==> config.mk <==
export PLATFORM = sky130hd
export DESIGN_NAME = mul_fifo_sched_flat
export DESIGN_NICKNAME = d
export VERILOG_FILES = /design/src/rtl/mul_fifo_sched_if.sv /design/src/rtl/mul_fifo_sched.sv /design/src/flat_wrapper.sv
export SDC_FILE = /design/constraint.sdc
export NUM_CORES = 1
export LEC_CHECK = 0
export CAP_MARGIN = 5
export CORE_MARGIN = 1.5
export CORE_UTILIZATION = 48
export CTS_BUF_LIST = sky130_fd_sc_hd__clkbuf_8
export CTS_CLUSTER_DIAMETER = 40
export CTS_CLUSTER_SIZE = 8
export DETAILED_ROUTE_END_ITERATION = 7
export GPL_TIMING_DRIVEN = 1
export PLACE_DENSITY = 0.79
export SETUP_SLACK_MARGIN = 0.15
export SYNTH_ARGS = -nofsm -noshare
export SYNTH_HDL_FRONTEND = slang
export SYNTH_SLANG_ARGS = --single-unit
==> constraint.sdc <==
create_clock -name clk -period 3 [get_ports clk]
set_input_delay 0.45 -clock clk [delete_from_list [all_inputs] [get_ports clk]]
set_output_delay 0.45 -clock clk [all_outputs]
set_load 0.01 [all_outputs]
==> src/rtl/mul_fifo_sched_if.sv <==
// Handshake bundle between the multiplier operand FIFO scheduler and its users.
// Producers and the consumer (master side) drive the request lines. The scheduler
// (slave side) returns the grants, storage strobes, write-data select, op-state,
// pointers, occupancy, full/empty flags and the error pulses.
//   wr_req0/wr_req1 : producer write requests (level, held until granted)
//   rd_req          : consumer read request
//   wr_gnt, rd_gnt  : combinational grants
//   we, re, wr_sel  : storage array controls
//   state           : registered op of the previous cycle
//   head, tail      : registered pointers
//   data_count      : registered occupancy
//   full, empty     : occupancy flags
//   wr_err, rd_err  : one-cycle rejection pulses
interface mul_fifo_sched_if #(
    parameter int AW = 3,
    parameter int CW = 4
);
    logic          wr_req0;
    logic          wr_req1;
    logic          rd_req;
    logic [1:0]    wr_gnt;
    logic          rd_gnt;
    logic          we;
    logic          re;
    logic          wr_sel;
    logic [2:0]    state;
    logic [AW-1:0] head;
    logic [AW-1:0] tail;
    logic [CW-1:0] data_count;
    logic          full;
    logic          empty;
    logic          wr_err;
    logic          rd_err;

    modport master (
        output wr_req0, wr_req1, rd_req,
        input  wr_gnt, rd_gnt, we, re, wr_sel, state, head, tail,
               data_count, full, empty, wr_err, rd_err
    );

    modport slave (
        input  wr_req0, wr_req1, rd_req,
        output wr_gnt, rd_gnt, we, re, wr_sel, state, head, tail,
               data_count, full, empty, wr_err, rd_err
    );
endinterface

==> src/rtl/mul_fifo_sched.sv <==
// Sequencer/arbiter for the multiplier operand FIFO.
// Each cycle at most one operation is picked among two write producers and one
// read consumer; the chosen op is registered as the op-state. The block owns the
// head/tail/data_count registers and drives the storage array strobes.
// Ports:
//   clk     : rising-edge clock
//   reset_n : synchronous, active-low reset
//   bus     : mul_fifo_sched_if slave modport (requests in; grants, strobes,
//             op-state, pointers, occupancy, flags and error pulses out)
module mul_fifo_sched #(
    parameter int DEPTH = 8,
    parameter int AW    = 3,
    parameter int CW    = 4
) (
    input  logic            clk,
    input  logic            reset_n,
    mul_fifo_sched_if.slave bus
);

    typedef enum logic [2:0] {
        INIT     = 3'd0,
        NO_OP    = 3'd1,
        WRITE    = 3'd2,
        WR_ERROR = 3'd3,
        READ     = 3'd4,
        RD_ERROR = 3'd5
    } op_e;

    op_e           state_q;
    op_e           op;
    logic [AW-1:0] head_q;
    logic [AW-1:0] tail_q;
    logic [CW-1:0] count_q;
    logic          rr_last;     // port index of the last granted writer
    logic          rw_turn;     // 0: contested cycle goes to the write
    logic          wr_err_q;
    logic          rd_err_q;

    logic          w_any;
    logic          win;
    logic          full_c;
    logic          empty_c;
    logic          contested;

    always_comb begin
        full_c    = (count_q == CW'(DEPTH));
        empty_c   = (count_q == '0);
        w_any     = bus.wr_req0 | bus.wr_req1;
        // Both requesting: the port that did not win last time gets it.
        win       = (bus.wr_req0 & bus.wr_req1) ? ~rr_last : bus.wr_req1;
        // Only a genuine choice between read and write consumes the turn token;
        // full/empty resolve the conflict without touching it.
        contested = w_any & bus.rd_req & ~full_c & ~empty_c;

        op = NO_OP;
        if (!reset_n) begin
            op = NO_OP;
        end else if (w_any && !bus.rd_req) begin
            op = full_c ? WR_ERROR : WRITE;
        end else if (!w_any && bus.rd_req) begin
            op = empty_c ? RD_ERROR : READ;
        end else if (w_any && bus.rd_req) begin
            if (empty_c)      op = WRITE;
            else if (full_c)  op = READ;
            else              op = rw_turn ? READ : WRITE;
        end
    end

    always_ff @(posedge clk) begin
        if (!reset_n) begin
            state_q  <= INIT;
            head_q   <= '0;
            tail_q   <= '0;
            count_q  <= '0;
            rr_last  <= 1'b1;
            rw_turn  <= 1'b0;
            wr_err_q <= 1'b0;
            rd_err_q <= 1'b0;
        end else begin
            state_q  <= op;
            wr_err_q <= (op == WR_ERROR);
            rd_err_q <= (op == RD_ERROR);
            case (op)
                WRITE: begin
                    tail_q  <= tail_q + AW'(1);
                    count_q <= count_q + CW'(1);
                    rr_last <= win;
                end
                READ: begin
                    head_q  <= head_q + AW'(1);
                    count_q <= count_q - CW'(1);
                end
                default: ;
            endcase
            if (contested) rw_turn <= ~rw_turn;
        end
    end

    assign bus.we         = (op == WRITE);
    assign bus.re         = (op == READ);
    assign bus.rd_gnt     = (op == READ);
    assign bus.wr_gnt     = (op == WRITE) ? (win ? 2'b10 : 2'b01) : 2'b00;
    assign bus.wr_sel     = win;
    assign bus.state      = state_q;
    assign bus.head       = head_q;
    assign bus.tail       = tail_q;
    assign bus.data_count = count_q;
    assign bus.full       = full_c;
    assign bus.empty      = empty_c;
    assign bus.wr_err     = wr_err_q;
    assign bus.rd_err     = rd_err_q;

endmodule

==> src/flat_wrapper.sv <==
// flat-port wrapper written by rule: the top's interface ports become plain ports
module mul_fifo_sched_flat 
#(
    parameter int DEPTH = 8,
    parameter int AW    = 3,
    parameter int CW    = 4
)
  (clk, reset_n, bus_wr_req0, bus_wr_req1, bus_rd_req, bus_wr_gnt, bus_rd_gnt, bus_we, bus_re, bus_wr_sel, bus_state, bus_head, bus_tail, bus_data_count, bus_full, bus_empty, bus_wr_err, bus_rd_err);
  mul_fifo_sched_if #(.AW(AW), .CW(CW)) bus_i ();
  input  logic clk;
  input  logic reset_n;
  input wire logic [$bits(bus_i.wr_req0)-1:0] bus_wr_req0;
  input wire logic [$bits(bus_i.wr_req1)-1:0] bus_wr_req1;
  input wire logic [$bits(bus_i.rd_req)-1:0] bus_rd_req;
  output wire logic [$bits(bus_i.wr_gnt)-1:0] bus_wr_gnt;
  output wire logic [$bits(bus_i.rd_gnt)-1:0] bus_rd_gnt;
  output wire logic [$bits(bus_i.we)-1:0] bus_we;
  output wire logic [$bits(bus_i.re)-1:0] bus_re;
  output wire logic [$bits(bus_i.wr_sel)-1:0] bus_wr_sel;
  output wire logic [$bits(bus_i.state)-1:0] bus_state;
  output wire logic [$bits(bus_i.head)-1:0] bus_head;
  output wire logic [$bits(bus_i.tail)-1:0] bus_tail;
  output wire logic [$bits(bus_i.data_count)-1:0] bus_data_count;
  output wire logic [$bits(bus_i.full)-1:0] bus_full;
  output wire logic [$bits(bus_i.empty)-1:0] bus_empty;
  output wire logic [$bits(bus_i.wr_err)-1:0] bus_wr_err;
  output wire logic [$bits(bus_i.rd_err)-1:0] bus_rd_err;
  assign bus_i.wr_req0 = bus_wr_req0;
  assign bus_i.wr_req1 = bus_wr_req1;
  assign bus_i.rd_req = bus_rd_req;
  assign bus_wr_gnt = bus_i.wr_gnt;
  assign bus_rd_gnt = bus_i.rd_gnt;
  assign bus_we = bus_i.we;
  assign bus_re = bus_i.re;
  assign bus_wr_sel = bus_i.wr_sel;
  assign bus_state = bus_i.state;
  assign bus_head = bus_i.head;
  assign bus_tail = bus_i.tail;
  assign bus_data_count = bus_i.data_count;
  assign bus_full = bus_i.full;
  assign bus_empty = bus_i.empty;
  assign bus_wr_err = bus_i.wr_err;
  assign bus_rd_err = bus_i.rd_err;
  mul_fifo_sched #(.DEPTH(DEPTH), .AW(AW), .CW(CW)) u_core (.clk(clk), .reset_n(reset_n), .bus(bus_i));
endmodule
Word-level counts from Yosys, hierarchy flattened
Cells that the tools add are included.
{"block": "classes", "add_sub_neg": 4, "n_eq_ne": 5, "muxes": 13, "bitwise": 9, "reduce_logical": 7}
{"operator": "$mux W3", "n": 7}
{"operator": "$pmux W4 S2", "n": 1}
{"operator": "$add A3 B1 Y3 const B", "n": 2}
{"operator": "$eq A3 B2 Y1 const B", "n": 2}
{"operator": "$eq A3 B3 Y1 const B", "n": 2}
{"operator": "$add A4 B1 Y4 const B", "n": 1}
{"operator": "$and A1 B1 Y1", "n": 4}
{"operator": "$eq A4 B4 Y1 const B", "n": 1}
{"operator": "$logic_not A4 Y1", "n": 1}
{"operator": "$mux W2", "n": 2}
{"operator": "$not A1 Y1", "n": 4}
{"operator": "$sub A4 B1 Y4 const B", "n": 1}
{"operator": "$logic_and A1 B1 Y1", "n": 3}
{"operator": "$mux W1", "n": 3}
{"operator": "$logic_not A1 Y1", "n": 2}
{"operator": "$reduce_bool A2 Y1", "n": 1}
{"operator": "$or A1 B1 Y1", "n": 1}
{"block": "totals", "register_bits": 17, "inputBits": 5, "out_inout_bits": 23, "word_cells": 46}

Depth between registers and ports, before layout
Gate-level depths: netlist (run 1).
{"block": "depth", "depth_word": 9, "ltp_mapped": 9, "mapped_depth_nobuf": 8}

Worst setup path before layout (run 1)
No wires, ideal clock.
{"block": "synth_path", "path_type": "register -> register", "start": "register u_core.count_q[0], in the netlist u_core.bus.data_count[0]", "end": "register u_core.count_q[3], in the netlist u_core.bus.data_count[3]", "setup_ns": 0.074, "arrival_ns": 2.300, "required_time_ns": 2.926, "path_slack_ns": 0.626, "path_stages_with_launch": 10, "n_path_buf": 1, "period_less_slack_ns": 2.374, "cell_sequence": "dfxtp_1 > buf_6 > or4_4 > o311ai_2 > inv_1 > ha_1 > a21o_2 > a21oi_1 > o311ai_0 > a31oi_1"}
{"block": "synth_via", "elab_chain_len": 9, "elab_cells_between_ends": 16, "classes_between": "add/sub: 2; eq/ne: 3; mux: 9; reduce/logical: 2"}
{"item": "start, declared", "line_no": "mul_fifo_sched.sv:33", "source": "logic [CW-1:0] count_q;"}
{"item": "start signal, assigned", "line_no": "mul_fifo_sched.sv:86", "source": "count_q <= count_q + CW'(1);"}
{"item": "start signal, assigned", "line_no": "mul_fifo_sched.sv:91", "source": "count_q <= count_q - CW'(1);"}
{"item": "$eq A4 B4 Y1", "line_no": "mul_fifo_sched.sv:46", "source": "full_c = (count_q == CW'(DEPTH));"}
{"item": "$mux W3", "line_no": "mul_fifo_sched.sv:64", "source": "else if (full_c) op = READ;"}
{"item": "$mux W3", "line_no": "mul_fifo_sched.sv:63", "source": "if (empty_c) op = WRITE;"}
{"item": "$mux W3", "line_no": "mul_fifo_sched.sv:62", "source": "end else if (w_any && bus.rd_req) begin"}
{"item": "$mux W3", "line_no": "mul_fifo_sched.sv:60", "source": "end else if (!w_any && bus.rd_req) begin"}
{"item": "$mux W3 *", "line_no": "mul_fifo_sched.sv:58", "source": "end else if (w_any && !bus.rd_req) begin"}
{"item": "$mux W3 *", "line_no": "mul_fifo_sched.sv:56", "source": "if (!reset_n) begin"}
{"item": "$eq A3 B3 Y1 *"}
{"item": "net bus_rd_gnt", "line_no": "flat_wrapper.sv:16", "source": "output wire logic [$bits(bus_i.rd_gnt)-1:0] bus_rd_gnt;"}
{"item": "$pmux W4 S2 / $reduce_bool A2 Y1 (equally long branches)"}
Mark *: on every way through the listed nets, which the timed path passes. The rest lies on a longest branch.
A chain may end at the register's enable or synchronous reset.

Worst setup path after layout (run 1)
{"block": "layout_path", "start": "input port reset_n", "end": "output port bus_wr_gnt[1]"}
{"block": "layout_via", "elab_chain_len": 3}
{"item": "start, declared", "line_no": "flat_wrapper.sv:11", "source": "input logic reset_n;"}
{"item": "$mux W3", "line_no": "mul_fifo_sched.sv:56"}
{"item": "$eq A3 B2 Y1", "line_no": "mul_fifo_sched.sv:102", "source": "assign bus.wr_gnt = (op == WRITE) ? (win ? 2'b10 : 2'b01) : 2'b00;"}
{"item": "$mux W2", "line_no": "mul_fifo_sched.sv:102"}
{"item": "end, declared", "line_no": "flat_wrapper.sv:15", "source": "output wire logic [$bits(bus_i.wr_gnt)-1:0] bus_wr_gnt;"}
No other way between the ends.

==> results of run 1 <==
[layout make-up]
| type | count | area share (%) |
|---|---|---|
| inverter | 6 | 1.773 |
| tap | 25 | 2.463 |
| clock buffer | 3 | 3.251 |
| multi-input combinational | 73 | 41.67 |
| sequential | 17 | 26.80 |
| timing repair buffer | 31 | 23.65 |
| clock inverter | 1 | 0.3941 |
[worst paths after layout]
| path | from | endpoint | slack (ns) | cells after the start |
|---|---|---|---|---|
| worst min-delay path | u_core.bus.tail[2]$_SDFFE_PN0P_ | u_core.bus.tail[2]$_SDFFE_PN0P_ | 0.49 | 1 |
| worst max-delay path | reset_n | bus_wr_gnt[1] | 0.23 | 5 |
| worst min register to register | u_core.bus.tail[2]$_SDFFE_PN0P_ | u_core.bus.tail[2]$_SDFFE_PN0P_ | 0.49 | 1 |
| worst max register to register | u_core.bus.data_count[0]$_SDFFE_PN0P_ | u_core.bus.data_count[3]$_SDFFE_PN0P_ | 0.42 | 8 |
[logic make-up (layout without fill, tap and decap cells)]
kind of cell               Yosys count  in the layout  synth area share (%)
muxes                                5              5                 5.435
AOI/OAI and AO/OA                   22             22                 16.99
xor gates and xnor gates             3              3                 2.854
DFF                                 17             17                 36.96
and+or+nand+nor                     38             38                 24.60
adders and majority gates            5              5                 7.609
buffers and inverters               10             41                 5.571
[stage by stage]
step           cell area (µm²)  power [W]  util [%]  worst slack (ns)
2_1_floorplan            920.9  0.0006316         -            0.6263
3_3_place_gp              1209  0.0007892     68.51            0.2057
3_5_place_dp              1209  0.0008075     68.51            0.1427
4_1_cts                   1255  0.0009847     71.13            0.1555
5_1_grt                   1270   0.001049     71.99            0.1546
6_report                  1270  0.0009863     71.99            0.2338
[metal layers]
| metal | global-route usage [%] | wire (µm) | vias to the layer above |
|---|---|---|---|
| met5 | 0 | 0 | - |
| met4 | 11.67 | 38 | 0 |
| met3 | 5.000 | 116 | 5 |
| met2 | 32.88 | 993 | 36 |
| met1 | 27.14 | 898 | 379 |
| li1 | - | - | 414 |
[sequential cells by signal (all words and copies together) (netlist names)]
register and flops:
u_core.bus.data_count 4, u_core.bus.head 3, u_core.bus.rd_err 1, u_core.bus.state 3, u_core.bus.tail 3, u_core.bus.wr_err 1
u_core.rr_last 1, u_core.rw_turn 1
[power by group through the flow]
stage / registers, W / logic [W] / clock network (W)
floorplan: 0.000346 / 0.000286 / 0
global placement: 0.000359 / 0.000430 / 0
detailed placement: 0.000360 / 0.000448 / 0
CTS: 0.000355 / 0.000454 / 0.000176
global route: 0.000363 / 0.000501 / 0.000185
finish: 0.000357 / 0.000456 / 0.000174
[cell usage after synthesis, types with 2 or more instances]
cell / number / area share, %
dfxtp_1: 17 / 37
a21o_2: 2 / 1.9
or3_1: 3 / 2.0
inv_1: 6 / 2.4
nor2_1: 8 / 3.3
xor2_1: 2 / 1.9
nand2_1: 10 / 4.1
nor3_1: 2 / 1.1
mux2i_1: 5 / 5.4
o21ai_0: 4 / 2.2
ha_1: 4 / 5.4
a21oi_1: 7 / 3.8
buf_2: 2 / 1.1
nand2b_1: 2 / 1.4
==> flow_metrics.tcl, run 1 <==
set metrics [dict create \
    fin_setup_tns_ns 0 \
    period_share_pct 92.21 \
    synth_area_um2 920.9 \
    grt_usage_pct 21.19 \
    fp-row-count 15 \
    cts_sinks 17 \
    final-setup-viol-count 0 \
    pwr-share-clk_pct 17.6 \
    cp_max_fo 5 \
    holdBufCountCts 0 \
    num-fill-cells 155 \
    grt_pass1_vias 715 \
    slew_violations 0 \
    dr.pass1.iters 4 \
    ys.flop_type "dfxtp_1" \
    ys_seq_elements 17 \
    yosys_warnings 0 \
    cts_max_level 1 \
    drive_gt1_share_pct 14.50 \
    crit_path_end_kind "output pin" \
    crit_top_cell "clkdlybuf4s50_1" \
    timing_worst_slew_pin_value_ns 0.6302 \
    period_needed_ns 2.766 \
    timing.hold.ws_ns 0.4863 \
    syn_to_final_growth_pct 37.91 \
    grt_max_degree 13 \
    cp_slowest_cell "clkdlybuf4s50_1" \
    hold_viol 0 \
    cts.clk_slew.worst_paths_ns 0.07 \
    grt_overflow_total 0 \
    arrival_ns 2.32 \
    coreArea_um2 1764 \
    synth.avg_cell_area_um2 9.209 \
    clk_latency_ns 0.26 \
    place_inst 150 \
    status "finished, final reports clean" \
    async_flop_share_pct 0 \
    p_comb_share_pct 46.2 \
    postRouteWirelength_um 2047 \
    cts_root_buf "clkbuf_8" \
    finalNetCount 142 \
    critPathKind "in -> out" \
    slew_headroom_pct 57.54 \
    netlist-cell-type-count 40 \
    antenna_found_initial 0 \
    drc_errors 0 \
    power.switching_w 0.0003696 \
    yosysSeqAreaShare_pct 36.96 \
    drt_iter0_markers 29 \
    cpPeakStageDelay_ns 0.57 \
    switching_share_pct 37.47 \
    place_hpwl_um 1532 \
    cts_buffers 3 \
    mostFrequentLayoutCells "clkdlybuf4s50_1 (27), dfxtp_1 (17), nand2_1 (10)" \
    rsz0062_at_grt "no" \
    start_util_pct 52.20 \
    startpoint_type "input pin" \
    final_common_cell "clkdlybuf4s50_1" \
    hold_path.class "reg -> reg" \
    antenna_left 0 \
    cp_top_family "buffers and inverters" \
    gp_congestion 0.8051 \
    skew_ns 0.002480 \
    die_w_um 46.80 \
    drt-vias-per-instance 5.346 \
    p_int_w 0.0006167 \
    cap_violations 0 \
    cts_buffer_depth 2 \
    synth-edff-count 0 \
    layout.cells.non_filler 156 \
    critical_path_buf_inv_count 2 \
    timing.fmax_mhz 361.5 \
    die_area_um2 2190 \
    leakage_nw 0.5303 \
    path_cells "clkdlybuf4s50_1, o21ai_0, nor3_4, and2_4, clkdlybuf4s50_1" \
    ff_latch_area_um2 340.3 \
    crit_required_ns 2.55 \
    die_h_um 46.80 \
    postCtsResizedCells 0 \
    synthCells 100 \
    grt_pass1_wl_um 3187 \
    cts_tree "built" \
    num_io_pins 28 \
    drt-wirelength-per-cell_um 13.12 \
    irDropWorstVdd_v 0.0004556 \
    multi_input_area_um2 529.3 \
    pwr-share-seq_pct 36.2 \
    via_count 834 \
    antenna_cells 0 \
    numPortBuffers 27 \
    p_per_area_nw_per_um2 776.6 \
    cts_setup_buffers 0 \
    synth_nets 110 \
]
Note: power is estimated with default switching activity, not from simulation.
==> run 2, diff against run 1 <==
--- a/config.mk
+++ b/config.mk
@@ -6,6 +6,7 @@
 export NUM_CORES = 1
 export LEC_CHECK = 0
 export CAP_MARGIN = 5
+export CORE_ASPECT_RATIO = 0.8
 export CORE_MARGIN = 1.5
 export CORE_UTILIZATION = 48
 export CTS_BUF_LIST = sky130_fd_sc_hd__clkbuf_8
==> flow_metrics.tcl, run 2 (synthesis gave the netlist of run 1 again) <==
set metrics [dict create \
    status "finished, final reports clean" \
    crit_required_ns 2.55 \
    cts_tree "built" \
    final-setup-viol-count 0 \
    drt_iter0_markers 19 \
    drt-wirelength-per-cell_um 14.57 \
    drc_errors 0 \
    grt_pass1_wl_um 3726 \
    timing.fmax_mhz 372.3 \
    cts_buffers 3 \
    post-route-cell-area_um2 1261 \
    grt_max_degree 13 \
    cap_violations 0 \
    crit_path_end_kind "output pin" \
    slew_headroom_pct 67.98 \
    die_area_um2 2192 \
    cpPeakStageDelay_ns 0.53 \
    cts.clk_slew.worst_paths_ns 0.07 \
    mostFrequentLayoutCells "clkdlybuf4s50_1 (27), dfxtp_1 (17), nand2_1 (10)" \
    period_needed_ns 2.686 \
    dpl-instance-area_um2 1205 \
    timing.hold.ws_ns 0.4873 \
    fp-row-count 13 \
    crit_top_cell "clkdlybuf4s50_1" \
    finalNetCount 140 \
    cts_sinks 17 \
    die_h_um 42.18 \
    rr_startpoint "u_core.bus.data_count[0]$_SDFFE_PN0P_" \
    antenna_cells 0 \
    holdBufCountCts 0 \
    drive_gt1_share_pct 13.18 \
    cp_slowest_cell "clkdlybuf4s50_1" \
    coreArea_um2 1708 \
    arrival_ns 2.24 \
    cts_buffer_depth 2 \
    grt_usage_pct 23.33 \
    antenna_found_initial 0 \
    num_io_pins 28 \
    timing_worst_slew_pin_value_ns 0.4783 \
    final_common_cell "clkdlybuf4s50_1" \
    hold_viol 0 \
    cp-startpoint "bus_rd_req" \
    place_hpwl_um 1677 \
    fin_setup_tns_ns 0 \
    leakage_nw 0.5213 \
    place_inst 147 \
    via_count 846 \
    cts_max_level 1 \
    grt_overflow_total 0 \
    die_w_um 51.97 \
    drt-vias-per-instance 5.603 \
    largest_reg_flops 4 \
    rsz0062_at_grt "no" \
    startpoint_type "input pin" \
    grt_pass1_vias 817 \
    cts_root_buf "clkbuf_8" \
    hp-start "u_core.bus.tail[1]$_SDFFE_PN0P_" \
    cts_setup_buffers 0 \
    hold_path.class "reg -> reg" \
    dr.pass1.iters 4 \
    cp_max_fo 8 \
    slew_violations 0 \
    irDropWorstVdd_v 0.0005961 \
    path_cells "clkdlybuf4s50_1, o311a_2, nor3_4, and2_4, clkdlybuf4s50_1" \
    layout.cells.non_filler 151 \
    antenna_left 0 \
    fin_util_pct 73.85 \
    skew_ns 0.004737 \
    p_per_area_nw_per_um2 791.2 \
    postRouteWirelength_um 2200 \
    clk_latency_ns 0.26 \
    start_util_pct 53.92 \
    numPortBuffers 27 \
    period_share_pct 89.54 \
    gp_congestion 0.7690 \
    critPathKind "in -> out" \
    syn_to_final_growth_pct 36.96 \
]
[run 2: power breakdown]
part / switching [W] / total, W / leakage (nW) / internal (W)
registers: 0.0000840 / 0.000358 / 0.140 / 0.000274
clock network: 0.0000841 / 0.000176 / 0.0255 / 0.0000924
logic: 0.000217 / 0.000463 / 0.356 / 0.000246
[run 2: worst paths after layout]
kind / to / slack (ns) / cells after the start
setup / recovery: bus_wr_gnt[1] / 0.31 / 5
hold / removal: u_core.bus.tail[1]$_SDFFE_PN0P_ / 0.49 / 2
hold reg to reg: u_core.bus.tail[1]$_SDFFE_PN0P_ / 0.49 / 2
setup reg to reg: u_core.bus.data_count[3]$_SDFFE_PN0P_ / 0.39 / 8
[run 2: critical path, delay by kind of cell]
kind / cells / cell delay [ns]
AOI/OAI and AO/OA: 1 / 0.23
and+or+nand+nor: 2 / 0.48
buffers and inverters: 2 / 1.06
[run 2: layout make-up]
class	instances	area [µm²]
multi-input combinational	73	539.3
fill	138	446.7
sequential	17	340.3
timing repair buffer	29	285.3
clock buffer	3	41.29
tap	22	27.53
inverter	6	22.52
clock inverter	1	5.005
[run 2: per-layer routing]
metal	vias up	part of all wire (%)	routed length, µm	track usage, %
met2	31	49	1080	37.47
met3	4	6.5	142	9.286
met4	0	1.3	29	7.368
met1	398	43	947	28.29
li1	413	-	-	-
met5	-	0	0	0
[run 2: timing repair]
action / in CTS / in global routing
endpoints found under the hold margin: 0 / 0
resized for setup: 0 / 2
setup endpoints to repair: 0 / 2
[run 2: through the flow]
step	power, W	setup WS, ns
after floorplan	0.0006316	0.6263
after global placement	0.0007934	0.2454
after detailed placement	0.0008107	0.05995
after CTS	0.0009911	0.2133
after global routing	0.001064	0.2134
final	0.0009979	0.3137
==> run 3, diff against run 2 <==
--- a/config.mk
+++ b/config.mk
@@ -5,16 +5,17 @@
 export SDC_FILE = /design/constraint.sdc
 export NUM_CORES = 1
 export LEC_CHECK = 0
+export ABC_AREA = 1
 export CAP_MARGIN = 5
 export CORE_ASPECT_RATIO = 0.8
 export CORE_MARGIN = 1.5
-export CORE_UTILIZATION = 48
+export CORE_UTILIZATION = 47
 export CTS_BUF_LIST = sky130_fd_sc_hd__clkbuf_8
 export CTS_CLUSTER_DIAMETER = 40
 export CTS_CLUSTER_SIZE = 8
 export DETAILED_ROUTE_END_ITERATION = 7
 export GPL_TIMING_DRIVEN = 1
-export PLACE_DENSITY = 0.79
+export PLACE_DENSITY = 0.88
 export SETUP_SLACK_MARGIN = 0.15
 export SYNTH_ARGS = -nofsm -noshare
 export SYNTH_HDL_FRONTEND = slang
==> constraint.sdc (replaced) <==
create_clock -name clk -period 3 [get_ports clk]
set_input_delay 0.45 -clock clk [delete_from_list [all_inputs] [get_ports clk]]
set_output_delay 0.45 -clock clk [all_outputs]
set_load 0.005 [all_outputs]
==> flow_metrics.tcl, run 3 <==
set metrics [dict create \
    synth_fa_ha_area_share_pct 7.865 \
    p_comb_share_pct 30.8 \
    synth_top_area_share_pct 38.20 \
    post_synth_and_or_nand_nor_area_fraction_pct 31.32 \
    synth_compound_area_share_pct 11.66 \
    coreArea_um2 1708 \
    cts_root_buf "clkbuf_8" \
    clk_latency_ns 0.25 \
    largest_reg_flops 4 \
    ff_latch_area_um2 340.3 \
    switching_share_pct 30.81 \
    leakage_nw 0.5898 \
    holdBufCountCts 0 \
    period_needed_ns 2.739 \
    startpoint_type "input pin" \
    netlist-cell-type-count 22 \
    timing.hold.ws_ns 0.4609 \
    timing.fmax_mhz 365.1 \
    multi_input_area_um2 479.2 \
    drc_errors 0 \
    drive_gt1_share_pct 15.54 \
    hold_viol 0 \
    period_share_pct 91.29 \
    pwr-share-clk_pct 26.9 \
    yosysSeqAreaShare_pct 38.20 \
    pwr-share-seq_pct 42.3 \
    finalNetCount 159 \
    fin_setup_tns_ns 0 \
    fp-row-count 13 \
    place_hpwl_um 1517 \
    grt_max_degree 11 \
    ys_seq_elements 17 \
    postRouteWirelength_um 2019 \
    synthCells 115 \
    cts_sinks 17 \
    cts_buffers 3 \
    cts_max_level 1 \
    cpPeakStageDelay_ns 0.49 \
    cap_violations 0 \
    antenna_left 0 \
    synth.avg_cell_area_um2 7.747 \
    syn_to_final_growth_pct 40.59 \
    slew_headroom_pct 78.00 \
    die_h_um 41.94 \
    arrival_ns 2.29 \
    rsz0062_at_grt "no" \
    cp_top_family "buffers and inverters" \
    skew_ns 0.001221 \
    grt_overflow_total 0 \
    timing_worst_slew_pin_value_ns 0.3270 \
    grt_usage_pct 21.24 \
    drt_iter0_markers 11 \
    antenna_found_initial 0 \
    irDropWorstVdd_v 0.0003693 \
    num_io_pins 28 \
    crit_path_end_kind "output pin" \
    cts_tree "built" \
    hold_path.class "reg -> reg" \
    antenna_cells 0 \
    yosys_warnings 0 \
    mostFrequentLayoutCells "clkdlybuf4s50_1 (26), nand2_1 (24), dfxtp_1 (17)" \
    netlist_top_cells_area "dfxtp_1 (38%), nand2_1 (10%), ha_1 (5.6%), nand3_1 (5.6%), inv_1 (5.5%)" \
    synth_xor_area_share_pct 2.949 \
    synth_common_cells "nand2_1 (24), dfxtp_1 (17), inv_1 (13)" \
    cp_slowest_cell "clkdlybuf4s50_1" \
    cts.clk_slew.worst_paths_ns 0.07 \
    synth_mux_area_share_pct 0 \
    dr.pass1.iters 4 \
    path_cells "clkdlybuf4s50_1, nor2_4, nor2_1, nand2_1, nand2_2, nor2_8, nand2_4, inv_2, nand2_1, inv_1, clkdlybuf4s50_1" \
    num-fill-cells 127 \
    critPathKind "in -> out" \
    via_count 827 \
    final_common_cell "clkdlybuf4s50_1" \
    synth.most_common_cell "nand2_1" \
    numPortBuffers 27 \
    grt_pass1_vias 850 \
    crit_required_ns 2.55 \
    slew_violations 0 \
    cts_buffer_depth 2 \
    die_w_um 51.68 \
    grt_pass1_wl_um 3463 \
    status "finished, final reports clean" \
    drt-wirelength-per-cell_um 11.88 \
    gp_congestion 0.7710 \
    async_flop_share_pct 0 \
    final-setup-viol-count 0 \
    p_per_area_nw_per_um2 511.3 \
    cp_max_fo 8 \
    critical_path_buf_inv_count 4 \
    die_area_um2 2167 \
    synth_top_cell_by_area "dfxtp_1" \
    synth_nets 125 \
    start_util_pct 52.16 \
    synth-edff-count 0 \
    power.switching_w 0.0001973 \
    p_int_w 0.0004431 \
    synth_area_um2 890.9 \
    ys.flop_type "dfxtp_1" \
    synth_top_family_by_area "simple AND/OR/NAND/NOR gates" \
    drt-vias-per-instance 4.865 \
]
-- run 3: what timing repair did --
action | in CTS | in global routing
endpoints found under the setup margin | 0 | 5
buffers inserted | 0 | 3
resized for setup | 0 | 1
-- run 3: worst min-delay path, delay by kind of cell, from the launching register on --
kind	cells	cell delay (ns)
DFF	1	0.32
buffers and inverters	1	0.05
AOI/OAI and AO/OA	1	0.05
-- run 3: stage by stage --
| stage | worst slack, ns | utilization (%) | std cells | total power, W | cell area [µm²] |
|---|---|---|---|---|---|
| CTS | 0.1608 | 71.87 | 167 | 0.0006402 | 1227 |
| global placement | 0.2063 | 69.16 | 163 | 0.0004581 | 1181 |
| finish | 0.2612 | 73.33 | 170 | 0.0006404 | 1252 |
| detailed placement | 0.1667 | 69.16 | 163 | 0.0004673 | 1181 |
| global route | 0.1518 | 73.33 | 170 | 0.0006777 | 1252 |
| floorplan | 0.9089 | - | 115 | 0.0003757 | 890.9 |
-- run 3: final cells by class --
cell class / count / area share [%]
flip-flops and latches: 17 / 27.17
inverters: 15 / 4.496
multi-input cells: 81 / 38.26
well taps: 22 / 2.198
clock buffers: 3 / 3.297
clock inverters: 1 / 0.3996
repair buffers: 31 / 24.18
-- run 3: path summary, 6_finish.rpt --
kind / start / to / slack, ns / cells after the start
hold / removal: u_core.bus.head[2]$_SDFFE_PN0P_ / u_core.bus.head[2]$_SDFFE_PN0P_ / 0.46 / 2
setup / recovery: bus_wr_req0 / bus_wr_gnt[1] / 0.26 / 11
hold reg to reg: u_core.bus.head[2]$_SDFFE_PN0P_ / u_core.bus.head[2]$_SDFFE_PN0P_ / 0.46 / 2
setup reg to reg: u_core.bus.data_count[0]$_SDFFE_PN0P_ / u_core.bus.data_count[3]$_SDFFE_PN0P_ / 0.71 / 14
-- run 3: cells by family (layout without fill, tap and decap cells) --
logic type	count (synthesis)	after routing
xor+xnor	3	3
flops	17	17
fa+ha+maj	5	5
simple gates	56	56
buf+inv	17	50
compound gates	17	17
-- run 3: layer usage --
metal	vias to the layer above	part of all wire (%)	track usage, %
met5	-	0	0
met4	0	0.30	5.789
met3	2	4.2	6.835
met2	20	52	38.72
met1	375	43	23.21
li1	430	-	-
-- run 3: power groups by stage --
stage               logic, W  registers, W  clock network (W)
finish              0.000197      0.000271           0.000172
floorplan           0.000101      0.000275                  0
global placement    0.000184      0.000274                  0
global route        0.000218      0.000275           0.000185
CTS                 0.000194      0.000271           0.000176
detailed placement  0.000192      0.000275                  0
